## src/rtl/hazard_scoreboard.sv

```systemverilog
// -----------------------------------------------------------------------------
// hazard_scoreboard
//
// Tracks the instructions that have left the decode (D) stage through
// NSTAGE later stages (1=E, 2=M, 3=W for the default depth).  From that
// record it produces:
//   - Stall  : D must hold and a bubble enters E, because a source operand
//              cannot be forwarded in time or the mult/div unit is busy.
//   - Fwd_Rs / Fwd_Rt : per consumer stage s (0=D .. NSTAGE-1), the index of
//              the stage whose result should be forwarded, 0 = register file.
//   - Stall_Cnt : stall-cycle counter (only with HZD_STATS_EN).
//
// Ports
//   Clk, Reset_n            clock (rising edge), asynchronous active-low reset
//   D_Valid                 D stage holds a real instruction
//   D_Rs, D_Rt              D source register addresses
//   D_Rs_Use, D_Rt_Use      source is actually read
//   D_Tuse_Rs, D_Tuse_Rt    cycles from D until the operand is needed
//   D_Dst                   destination register (0 = none)
//   D_Tnew                  cycles after entering E until the result exists
//   D_MuDi, MuDiBusy        D needs the mult/div unit; that unit is busy
//   Flush                   kill every tracked stage
//   Stall                   hold PC and D, bubble into E (combinational)
//   Fwd_Rs, Fwd_Rt          NSTAGE slices of SW bits, slice s = stage s
//   Stall_Cnt               32-bit stall-cycle count
//
// Configuration macro
//   HZD_STATS_EN  defined   : Stall_Cnt counts edges with Stall=1, Flush=0
//                 undefined : Stall_Cnt is tied to 0, no counter flops
//
// There is no FSM and no valid/ready handshake in this block: D_Valid is a
// plain qualifier and Stall is an unconditional hold request to the pipe.
// -----------------------------------------------------------------------------
module hazard_scoreboard #(
  parameter int REG_AW = 6,
  parameter int NSTAGE = 3,
  parameter int TW     = 2,
  localparam int SW    = $clog2(NSTAGE + 1)
) (
  input  logic                 Clk,
  input  logic                 Reset_n,
  input  logic                 D_Valid,
  input  logic [REG_AW-1:0]    D_Rs,
  input  logic [REG_AW-1:0]    D_Rt,
  input  logic                 D_Rs_Use,
  input  logic                 D_Rt_Use,
  input  logic [TW-1:0]        D_Tuse_Rs,
  input  logic [TW-1:0]        D_Tuse_Rt,
  input  logic [REG_AW-1:0]    D_Dst,
  input  logic [TW-1:0]        D_Tnew,
  input  logic                 D_MuDi,
  input  logic                 MuDiBusy,
  input  logic                 Flush,
  output logic                 Stall,
  output logic [NSTAGE*SW-1:0] Fwd_Rs,
  output logic [NSTAGE*SW-1:0] Fwd_Rt,
  output logic [31:0]          Stall_Cnt
);

  // One tracked stage. A bubble is simply the all-zero record.
  typedef struct packed {
    logic              valid;
    logic [REG_AW-1:0] rs;
    logic [REG_AW-1:0] rt;
    logic [REG_AW-1:0] dst;
    logic [TW-1:0]     tnew;
  } stage_t;

  stage_t st_q [1:NSTAGE];
  stage_t st_d [1:NSTAGE];

  // Consumer source address per stage: index 0 is D, the rest are the
  // sources recorded in the tracked stages.
  logic [REG_AW-1:0] src_rs [0:NSTAGE-1];
  logic [REG_AW-1:0] src_rt [0:NSTAGE-1];

  logic          rs_late;
  logic          rt_late;
  logic          mudi_block;
  logic [SW-1:0] sel_rs;
  logic [SW-1:0] sel_rt;

  // Producer stage s writes register a. Register 0 never matches, so it
  // can neither stall nor forward.
  function automatic logic match_f(input stage_t s, input logic [REG_AW-1:0] a);
    return s.valid && (a != '0) && (s.dst == a);
  endfunction

  // ---------------------------------------------------------------------------
  // Stall detection. Stages are scanned oldest to youngest so the last hit
  // is the nearest producer; only that producer decides, older copies of the
  // same register are shadowed.
  // ---------------------------------------------------------------------------
  always_comb begin
    rs_late = 1'b0;
    rt_late = 1'b0;
    for (int k = NSTAGE; k >= 1; k--) begin
      if (match_f(st_q[k], D_Rs)) rs_late = (st_q[k].tnew > D_Tuse_Rs);
      if (match_f(st_q[k], D_Rt)) rt_late = (st_q[k].tnew > D_Tuse_Rt);
    end
    mudi_block = D_MuDi && MuDiBusy;
    Stall = D_Valid && ((D_Rs_Use && rs_late) || (D_Rt_Use && rt_late) || mudi_block);
  end

  // ---------------------------------------------------------------------------
  // Forwarding selects. For consumer stage s only strictly older stages
  // (k > s) are candidates. A nearest producer whose result is not ready yet
  // yields 0 instead of falling through to an older, stale copy. The last
  // stage has no slice of its own: nothing older exists to forward from.
  // ---------------------------------------------------------------------------
  always_comb begin
    src_rs[0] = D_Rs;
    src_rt[0] = D_Rt;
    for (int s = 1; s < NSTAGE; s++) begin
      src_rs[s] = st_q[s].rs;
      src_rt[s] = st_q[s].rt;
    end
  end

  always_comb begin
    Fwd_Rs = '0;
    Fwd_Rt = '0;
    sel_rs = '0;
    sel_rt = '0;
    for (int s = 0; s < NSTAGE; s++) begin
      sel_rs = '0;
      sel_rt = '0;
      for (int k = NSTAGE; k >= 1; k--) begin
        if (k > s) begin
          if (match_f(st_q[k], src_rs[s]))
            sel_rs = (st_q[k].tnew == '0) ? SW'(k) : '0;
          if (match_f(st_q[k], src_rt[s]))
            sel_rt = (st_q[k].tnew == '0) ? SW'(k) : '0;
        end
      end
      Fwd_Rs[s*SW +: SW] = sel_rs;
      Fwd_Rt[s*SW +: SW] = sel_rt;
    end
  end

  // ---------------------------------------------------------------------------
  // Stage advance. Older stages always move on; stage 1 takes either the D
  // instruction or a bubble. Tnew counts down towards 0 and saturates there.
  // Flush wipes whole records (not just valid) so dead addresses cannot
  // leak into the consumer side of the forwarding compare.
  // ---------------------------------------------------------------------------
  always_comb begin
    for (int k = 1; k <= NSTAGE; k++) st_d[k] = st_q[k];
    if (Flush) begin
      for (int k = 1; k <= NSTAGE; k++) st_d[k] = '0;
    end else begin
      for (int k = NSTAGE; k >= 2; k--) begin
        st_d[k]      = st_q[k-1];
        st_d[k].tnew = (st_q[k-1].tnew == '0) ? '0 : st_q[k-1].tnew - 1'b1;
      end
      if (Stall) begin
        st_d[1] = '0;
      end else begin
        st_d[1].valid = D_Valid;
        st_d[1].rs    = D_Rs;
        st_d[1].rt    = D_Rt;
        st_d[1].dst   = D_Dst;
        st_d[1].tnew  = D_Tnew;
      end
    end
  end

  // Asynchronous reset also discards a bubble that was about to be inserted.
  always_ff @(posedge Clk or negedge Reset_n) begin
    if (!Reset_n) begin
      for (int k = 1; k <= NSTAGE; k++) st_q[k] <= '0;
    end else begin
      for (int k = 1; k <= NSTAGE; k++) st_q[k] <= st_d[k];
    end
  end

  // ---------------------------------------------------------------------------
  // Stall statistics. A flushed cycle does not count even if Stall was high;
  // the counter wraps naturally at 2^32.
  // ---------------------------------------------------------------------------
`ifdef HZD_STATS_EN
  logic [31:0] stall_cnt_q;

  always_ff @(posedge Clk or negedge Reset_n) begin
    if (!Reset_n) begin
      stall_cnt_q <= '0;
    end else if (Stall && !Flush) begin
      stall_cnt_q <= stall_cnt_q + 32'd1;
    end
  end

  assign Stall_Cnt = stall_cnt_q;
`else
  assign Stall_Cnt = '0;
`endif

endmodule

```

## config.mk

```make
export PLATFORM = sky130hd
export DESIGN_NAME = hazard_scoreboard
export DESIGN_NICKNAME = d
export VERILOG_FILES = /design/src/rtl/hazard_scoreboard.sv
export SDC_FILE = /design/constraint.sdc
export NUM_CORES = 1
export LEC_CHECK = 0
export ABC_AREA = 1
export CAP_MARGIN = 20
export CORE_ASPECT_RATIO = 0.5
export CORE_MARGIN = 4
export CORE_UTILIZATION = 45
export CTS_CLUSTER_SIZE = 10
export DETAILED_ROUTE_END_ITERATION = 8
export DONT_BUFFER_PORTS = 1
export SYNTH_ARGS = -nofsm -noshare
export SYNTH_HDL_FRONTEND = slang
export SYNTH_SLANG_ARGS = --single-unit
```

## constraint.sdc

```tcl
create_clock -name Clk -period 4.2 [get_ports Clk]
set_input_delay 1.05 -clock Clk [delete_from_list [all_inputs] [get_ports Clk]]
set_output_delay 1.05 -clock Clk [all_outputs]
set_load 0.03 [all_outputs]
```

==> results of run 1 <==
## stage by stage
stage                     instance area [sq um]  hold slack (ps)   util  power, mW
after floorplan                            3840              408      -      0.735
after global placement                     3710              451  0.462      0.735
after detailed placement                   3710              463  0.462      0.736
after CTS                                  3860              445  0.480       1.14
after global routing                       3860              437  0.480       1.19
final                                      3860              449  0.480       1.14
## cells in the mapped netlist (all sizes together)
library cell / instances
conb: 1
o21bai: 2
and2: 1
dfrtp: 51
buf: 43
o22ai: 4
nor4: 4
xor2: 13
xnor2: 8
or2: 3
clkbuf: 6
nand3b: 4
nand3: 21
nand2: 109
ha: 12
a221oi: 2
nor2b: 1
o2111ai: 1
o21ai: 20
o31ai: 2
a21oi: 36
o21a: 1
nor3: 12
nand4: 11
nor2: 80
inv: 62
## routing by layer
layer,share of wire,vias up,global-route usage
met3,0.097,5,0.0436
met2,0.40,157,0.298
li1,-,1550,-
met1,0.50,1466,0.323
met5,0,-,0
met4,0.0058,0,0.0268
## power groups by stage
stage	Sequential [mW]	Clock [mW]	Combinational, mW
final	0.540	0.406	0.190
after global routing	0.542	0.433	0.214
after CTS	0.539	0.412	0.189
after detailed placement	0.548	0	0.188
after global placement	0.548	0	0.187
after floorplan	0.535	0	0.200
## cell usage in the layout (no fill, tap or decap), types with 5 or more instances in the layout
| master | count |
|---|---|
| clkbuf_16 | 5 |
| nor2_1 | 70 |
| inv_2 | 16 |
| xnor2_1 | 8 |
| xor2_1 | 13 |
| nand4_1 | 11 |
| buf_4 | 8 |
| nor2_2 | 9 |
| dfrtp_1 | 51 |
| nand3_2 | 5 |
| a21oi_1 | 18 |
| nand2_1 | 106 |
| ha_1 | 12 |
| nor3_1 | 9 |
| a21oi_2 | 18 |
| inv_1 | 46 |
| nand3_1 | 16 |
| o21ai_0 | 16 |
| conb_1 | 32 |
## area by class of cell
cell class | count | area, sq um
clock buffers | 5 | 125
clock inverters | 3 | 25.0
flip-flops and latches | 51 | 1280
well taps | 112 | 140
inverters | 62 | 233
multi-input cells | 379 | 2000
repair buffers | 8 | 60.1
fillers | 816 | 4170
## cell families after synthesis
kind of cell,count (synthesis),synth area share
flip-flops,51,0.342
other,1,0.00101
XOR/XNOR,21,0.0493
AO/OA/AOI/OAI,68,0.117
AND/OR/NAND/NOR,246,0.294
adder cells (fa/ha/maj),12,0.0403
buffers and inverters,111,0.155
## critical path: stages, from the launching register on
cell and delay [ps]:
dfrtp_1 410, nor2_1 230, nand2_1 210, nor2_1 140, nand2_1 60, nor4_1 160
and2_1 370, o21bai_1 360
## worst max path at each step
stage                endpoint  depth (start not counted)
finish              Fwd_Rs[3]                          7
detailed placement      Stall                         12
floorplan           Fwd_Rs[1]                          8
global placement        Stall                         12
global route        Fwd_Rs[3]                          7
CTS                 Fwd_Rs[3]                          7
## sequential cells by signal (all words and copies together), names as in the netlist
signal and count:
st_q 27, src_rs 12, src_rt 12
==> results_dict.tcl, run 1 <==
set metrics [dict create \
    skew_ps 8.18 \
    clock-sinks 51 \
    synth_top_area_frac 0.342 \
    avgViaCountPerCell 5.13 \
    criticalPathCategory "reg2out" \
    worst_slew_pin_slew_ps 651 \
    startpoint_type "flop" \
    dieArea_sq_mm 0.00989 \
    ys_warn_count 0 \
    setup_slack_ps 911 \
    ant_nets 0 \
    ys_types 37 \
    clk_latency_ps 290 \
    r2r_cells 12 \
    routabilityCongestion 0.927 \
    finalNonFillerCells 620 \
    wl_microns 9970 \
    cts_root_buffer "clkbuf_16" \
    synth_seq_area_share 0.342 \
    grt_pass1_wl_microns 15700 \
    dr.pass1.iters 5 \
    dp.final_hpwl_microns 7730 \
    p_per_area_mw_per_mm2 295 \
    initialDrtViolationCount 247 \
    switchingPower_mw 0.343 \
    syn_avg_cell_area_sq_um 7.31 \
    io_buffers 0 \
    cp.arrival_ps 2240 \
    final.setup.tns_ps 0 \
    regToRegStartpoint "st_q[7]$_DFF_PN0_" \
    report.final.slew_viol_count 0 \
    finalHoldViolCount 0 \
    fmax_mhz 304 \
    grt_use_total 0.207 \
    cts_buffers 5 \
    critPathCaptureType "output port" \
    initial_core_util 0.464 \
    vias 3178 \
    postCtsResizedCells 0 \
    ys_top_cells_by_area "dfrtp_1, nand2_1, buf_4, nor2_1, inv_1" \
    drc 0 \
    r2r_end "st_q[43]$_DFF_PN0_" \
    r2r_setup_slack_ps 2020 \
    power_frac_clock 0.358 \
    antenna_found_initial 0 \
    antenna_cells 0 \
    row_count 23 \
    fin_crit_sh 0.783 \
    htree_levels 2 \
    ios 77 \
    post_cts_buffers 0 \
    postSynthCellCount 510 \
    p_comb_frac 0.168 \
    outcome "finished clean" \
    hold_buffers 0 \
    startpoint "st_q[1]$_DFF_PN0_" \
    area_growth_pct 3.49 \
    place_inst 612 \
    cts_tree "built" \
    peakVddDrop_v 0.000153 \
    drive_above_1_share 0.144 \
    crit_required_ps 3150 \
    dp_slack_ps 940 \
    post-route-min-period_ps 3290 \
    setup_violations 0 \
    hold_path.class "in2async" \
    cts_buffer_depth 2 \
    ys_ff_latch 51 \
    grt_max_degree 52 \
    max-cap-violations 0 \
    synth_top_area_cell "dfrtp_1" \
    gr-total-overflow 0 \
    relSlewSlack 0.566 \
    critical_path.max_fanout 4 \
    seqPwrFrac 0.475 \
    die_y_microns 72.4 \
    wire_per_inst_microns 16.1 \
    clkSlewWorstSetupHoldPaths_ps 70 \
    grt_pass1_vias 2876 \
    swShare 0.302 \
    syn_area_sq_mm 0.00373 \
    power.internal_mw 0.793 \
    die_w_microns 137 \
    nets 551 \
    core-area_sq_mm 0.00803 \
    rsz0062_at_grt "no" \
    leakage_nw 1.94 \
]
(Power assumes the default switching activity.)
==> run 2: changes to the inputs <==
Clock period 4.2 ns to 3.2 ns, I/O delays scaled along.
==> run 2 against run 1 <==
Compared with the run above:
- count of clock-buffer cells in the layout is 1 higher
- critical path depth up 5
- core utilization is 0.20 points higher
- non-clock buffer count grew 1
- sequential power is 31% higher
- highest routed layer unchanged
- sequential share of layout area shrank 0.14 points
- routed wire length is 0.59% higher
- via count is 1.3% higher
- global-route usage is 0.40 points higher
- register-to-register slack got worse by 1000 ps
- flip-flop and latch count unchanged
==> results_dict.tcl, run 2 (synthesized netlist as in run 1, its figures left out) <==
set metrics [dict create \
    outcome "finished clean" \
    path_cells "inv_1 > nand2_1 > nand2_1 > nor2_1 > nand3_1 > nor2_1 > nand3_1 > nand2_1 > nand2_1 > nand3_2 > nand2_2 > inv_2" \
    finalHoldViolCount 0 \
    max-cap-violations 0 \
    swShare 0.280 \
    antenna_found_initial 0 \
    dieArea_sq_mm 0.00989 \
    crit_required_ps 2400 \
    initialDrtViolationCount 283 \
    clock-sinks 51 \
    ios 77 \
    relSlewSlack 0.577 \
    avgViaCountPerCell 5.19 \
    postCtsResizedCells 0 \
    core-area_sq_mm 0.00803 \
    wl_met1_microns 4980 \
    peakVddDrop_v 0.000257 \
    startpoint_type "flop" \
    placed_area_sq_mm 0.00371 \
    crit_family "simple AND/OR/NAND/NOR gates" \
    drive_above_1_share 0.142 \
    clk_latency_ps 290 \
    gr-total-overflow 0 \
    grt_max_degree 52 \
    crit_slowest_cell "dfrtp_1" \
    cts_root_buffer "clkbuf_16" \
    cp.arrival_ps 2070 \
    cts_buffer_depth 2 \
    initial_core_util 0.464 \
    fin_area_sq_mm 0.00387 \
    seqPwrFrac 0.459 \
    wl_met2_microns 4050 \
    worst_slew_pin_slew_ps 633 \
    fillers 824 \
    multi_input_area_sq_mm 0.00200 \
    mostFrequentLayoutCell "nand2_1" \
    power_frac_clock 0.380 \
    ant_nets 0 \
    htree_levels 2 \
    criticalPathCategory "reg2out" \
    final.setup.tns_ps 0 \
    cts_buffers 5 \
    setup_violations 0 \
    critical_path.max_fanout 6 \
    fmax_mhz 348 \
    report.final.slew_viol_count 0 \
    drc 0 \
    nets 552 \
    io_buffers 0 \
    regMostFlops "st_q" \
    hold_buffers 0 \
    die_w_microns 137 \
    regArea_sq_mm 0.00128 \
    power_mw 1.55 \
    grt_pass1_wl_microns 15800 \
    critPathMaxStageDelay_ps 570 \
    routabilityCongestion 0.907 \
    post_cts_buffers 0 \
    p_comb_frac 0.162 \
    die_y_microns 72.4 \
    final_util 0.482 \
    fin_crit_sh 0.898 \
    critPathCaptureType "output port" \
    cts_tree "built" \
    wire_per_inst_microns 16.2 \
    wl_met3_microns 934 \
    antenna_cells 0 \
    clkSlewWorstSetupHoldPaths_ps 60 \
    crit_buf_inv 2 \
    post-route-min-period_ps 2870 \
    grt_pass1_vias 2902 \
    topRoutingLayerUsed "met4" \
    skew_ps 4.68 \
    hold_path.class "in2async" \
    dr.pass1.iters 6 \
    switchingPower_mw 0.433 \
    rsz0062_at_grt "no" \
    vias 3220 \
    grt_use_total 0.210 \
    area_growth_pct 3.93 \
    largest_reg_flops 27 \
    final_cell_mix "nand2_1, nor2_1, dfrtp_1" \
    leakage_nw 1.95 \
    crit_path_frequent_cell "nand2_1" \
    wl_microns 10000 \
    power.internal_mw 1.11 \
    dp.final_hpwl_microns 7680 \
    p_per_area_mw_per_mm2 399 \
    row_count 23 \
]
-- run 2: cell types whose count changed in the layout (fill, tap and decap cells not counted) --
| cell | previous run | this run |
|---|---|---|
| clkbuf_1 | 0 | 1 |
| clkinv_4 | 2 | 0 |
| clkinvlp_4 | 1 | 0 |
| buf_4 | 8 | 9 |
| bufinv_16 | 0 | 1 |
-- run 2: cell type report --
| class | instances | area share |
|---|---|---|
| Timing Repair Buffer | 9 | 0.0174 |
| Tap cell | 112 | 0.0362 |
| Sequential cell | 51 | 0.329 |
| Inverter | 62 | 0.0601 |
| Clock inverter | 1 | 0.00775 |
| Multi-Input combinational cell | 379 | 0.516 |
| Clock buffer | 6 | 0.0333 |
-- run 2: routing by layer --
metal | vias up | track usage
li1 | 1548 | -
met1 | 1499 | 0.324
met2 | 169 | 0.300
met3 | 4 | 0.0478
met4 | 0 | 0.0447
met5 | - | 0
-- run 2: per-stage QoR --
step	std cells	setup WS [ps]	hold WS, ps
4_1_cts	620	314	195
5_1_grt	620	130	191
2_1_floorplan	541	290	408
6_report	620	325	201
3_3_place_gp	613	468	456
3_5_place_dp	613	458	470
-- run 2: path summary, 6_finish.rpt --
check                              startpoint  cells past startpoint             endpoint  slack, ps
min                                   Reset_n                      0  src_rt[3]$_DFF_PN0_        200
max reg2reg                 st_q[7]$_DFF_PN0_                     12   st_q[43]$_DFF_PN0_       1000
min reg2reg                st_q[21]$_DFF_PN0_                      1    st_q[0]$_DFF_PN0_        500
max in group asynchronous             Reset_n                      0   st_q[23]$_DFF_PN0_       2890
max                         st_q[7]$_DFF_PN0_                     12                Stall        330
min in group Clk           st_q[21]$_DFF_PN0_                      1    st_q[0]$_DFF_PN0_        500
-- run 2: power by group through the flow --
stage	Clock (mW)	Sequential (mW)	Combinational, mW
floorplan	0	0.702	0.263
global placement	0	0.720	0.244
detailed placement	0	0.720	0.246
CTS	0.595	0.708	0.247
global route	0.625	0.711	0.283
finish	0.588	0.709	0.250
==> run 3: changes to the inputs <==
Settings changed: CORE_ASPECT_RATIO 0.5 to 1.4.
==> run 3 against run 2 <==
Compared with the run above:
- combinational power about the same
- highest routed layer unchanged
- final area decreased by 0.52%
- global-route usage decreased by 0.64 points
- largest power group unchanged
- critical endpoint is now Fwd_Rt[3]
==> results_dict.tcl, run 3 (synthesized netlist as in run 1, its figures left out) <==
set metrics [dict create \
    hold_path.class "in2async" \
    max-cap-violations 0 \
    setup_violations 0 \
    htree_levels 2 \
    r2r_end "src_rs[11]$_DFF_PN0_" \
    fin_crit_sh 0.912 \
    dr.pass1.iters 4 \
    r2r_cells 12 \
    critPathCaptureType "output port" \
    wire_per_inst_microns 15.8 \
    die_w_microns 84.9 \
    clock-sinks 51 \
    topRoutingLayerUsed "met4" \
    report.final.slew_viol_count 0 \
    initialDrtViolationCount 120 \
    relSlewSlack 0.583 \
    dieArea_sq_mm 0.00982 \
    row_count 39 \
    postCtsResizedCells 0 \
    antenna_found_initial 0 \
    outcome "finished clean" \
    placed_area_sq_mm 0.00370 \
    place_inst 603 \
    vias 3164 \
    nets 552 \
    wl_microns 9650 \
    regMostFlops "st_q" \
    drive_above_1_share 0.145 \
    worst_slew_pin_slew_ps 625 \
    skew_ps 6.07 \
    final.setup.tns_ps 0 \
    finalHoldViolCount 0 \
    cts_root_buffer "clkbuf_16" \
    gr-total-overflow 0 \
    startpoint_type "flop" \
    criticalPathCategory "reg2out" \
    leakage_nw 1.95 \
    io_buffers 0 \
    crit_slowest_cell "dfrtp_1" \
    path_cells "nor2_1 > nand2_1 > nor4_1 > nand3_1 > nor2b_1 > o21bai_1" \
    crit_buf_inv 0 \
    rsz0062_at_grt "no" \
    r2r_setup_slack_ps 1030 \
    grt_max_degree 52 \
    fmax_mhz 343 \
    core-area_sq_mm 0.00810 \
    routabilityCongestion 0.904 \
    fin_area_sq_mm 0.00385 \
    die_y_microns 116 \
    finalNonFillerCells 611 \
    wl_met3_microns 683 \
    post-route-min-period_ps 2920 \
    regToRegStartpoint "st_q[7]$_DFF_PN0_" \
    wl_met1_microns 3700 \
    grt_pass1_wl_microns 15500 \
    cts_buffers 5 \
    wl_met2_microns 4940 \
    critPathMaxStageDelay_ps 410 \
    antenna_cells 0 \
    avgViaCountPerCell 5.18 \
    crit_family "simple AND/OR/NAND/NOR gates" \
    ios 77 \
    ant_nets 0 \
    initial_core_util 0.460 \
    hold_buffers 0 \
    cts_tree "built" \
    cts_buffer_depth 2 \
    clk_latency_ps 300 \
    dp.final_hpwl_microns 7680 \
    grt_use_total 0.204 \
    area_growth_pct 3.39 \
    post_cts_buffers 0 \
    final_cell_mix "nand2_1, nor2_1, dfrtp_1" \
    clkSlewWorstSetupHoldPaths_ps 70 \
    crit_required_ps 2400 \
    largest_reg_flops 27 \
    cp.arrival_ps 2120 \
    critical_path.max_fanout 4 \
    peakVddDrop_v 0.000347 \
    grt_pass1_vias 3076 \
    mostFrequentLayoutCell "nand2_1" \
    drc 0 \
    p_per_area_mw_per_mm2 391 \
]
run 3: cell types whose count changed in the layout (fill, tap and decap cells not counted), sizes merged:
cell	before	now
inv	62	64
clkbuf	6	5
bufinv	1	0
clkinv	0	1
run 3: report_power, final:
part	total, mW	switching, mW	internal (mW)
clock	0.551	0.254	0.297
combinational	0.250	0.172	0.0779
sequential	0.704	0.0329	0.671
total	1.51	0.459	1.05
run 3: layer usage:
layer | track usage | vias to the layer above
li1 | - | 1553
met2 | 0.363 | 130
met5 | 0 | -
met3 | 0.0477 | 27
met4 | 0.0940 | 0
met1 | 0.231 | 1454
run 3: layout make-up:
type	instances	area [sq um]
well taps	102	128
clock buffers	5	125
clock inverters	3	26.3
repair buffers	9	67.6
inverters	62	233
multi-input cells	379	2000
flip-flops and latches	51	1280
fillers	840	4250
run 3: stage by stage:
step / worst slack [ps] / power, mW / hold WS [ps] / util
6_report: 280 / 1.51 / 190 / 0.476
5_1_grt: 142 / 1.57 / 175 / 0.476
4_1_cts: 255 / 1.52 / 186 / 0.476
3_5_place_dp: 457 / 0.965 / 425 / 0.457
3_3_place_gp: 481 / 0.961 / 414 / 0.457
2_1_floorplan: 290 / 0.964 / 408 / -
run 3: worst max path at each step:
stage / startpoint / to / slack, ps / depth (start not counted)
global route: st_q[1]$_DFF_PN0_ / Fwd_Rt[3] / 140 / 6
CTS: st_q[1]$_DFF_PN0_ / Fwd_Rt[3] / 260 / 6
floorplan: D_Rs[3] / Fwd_Rs[1] / 290 / 8
finish: st_q[1]$_DFF_PN0_ / Fwd_Rt[3] / 280 / 6
global placement: D_Tuse_Rt[1] / Stall / 480 / 12
detailed placement: D_Tuse_Rs[1] / Stall / 460 / 12
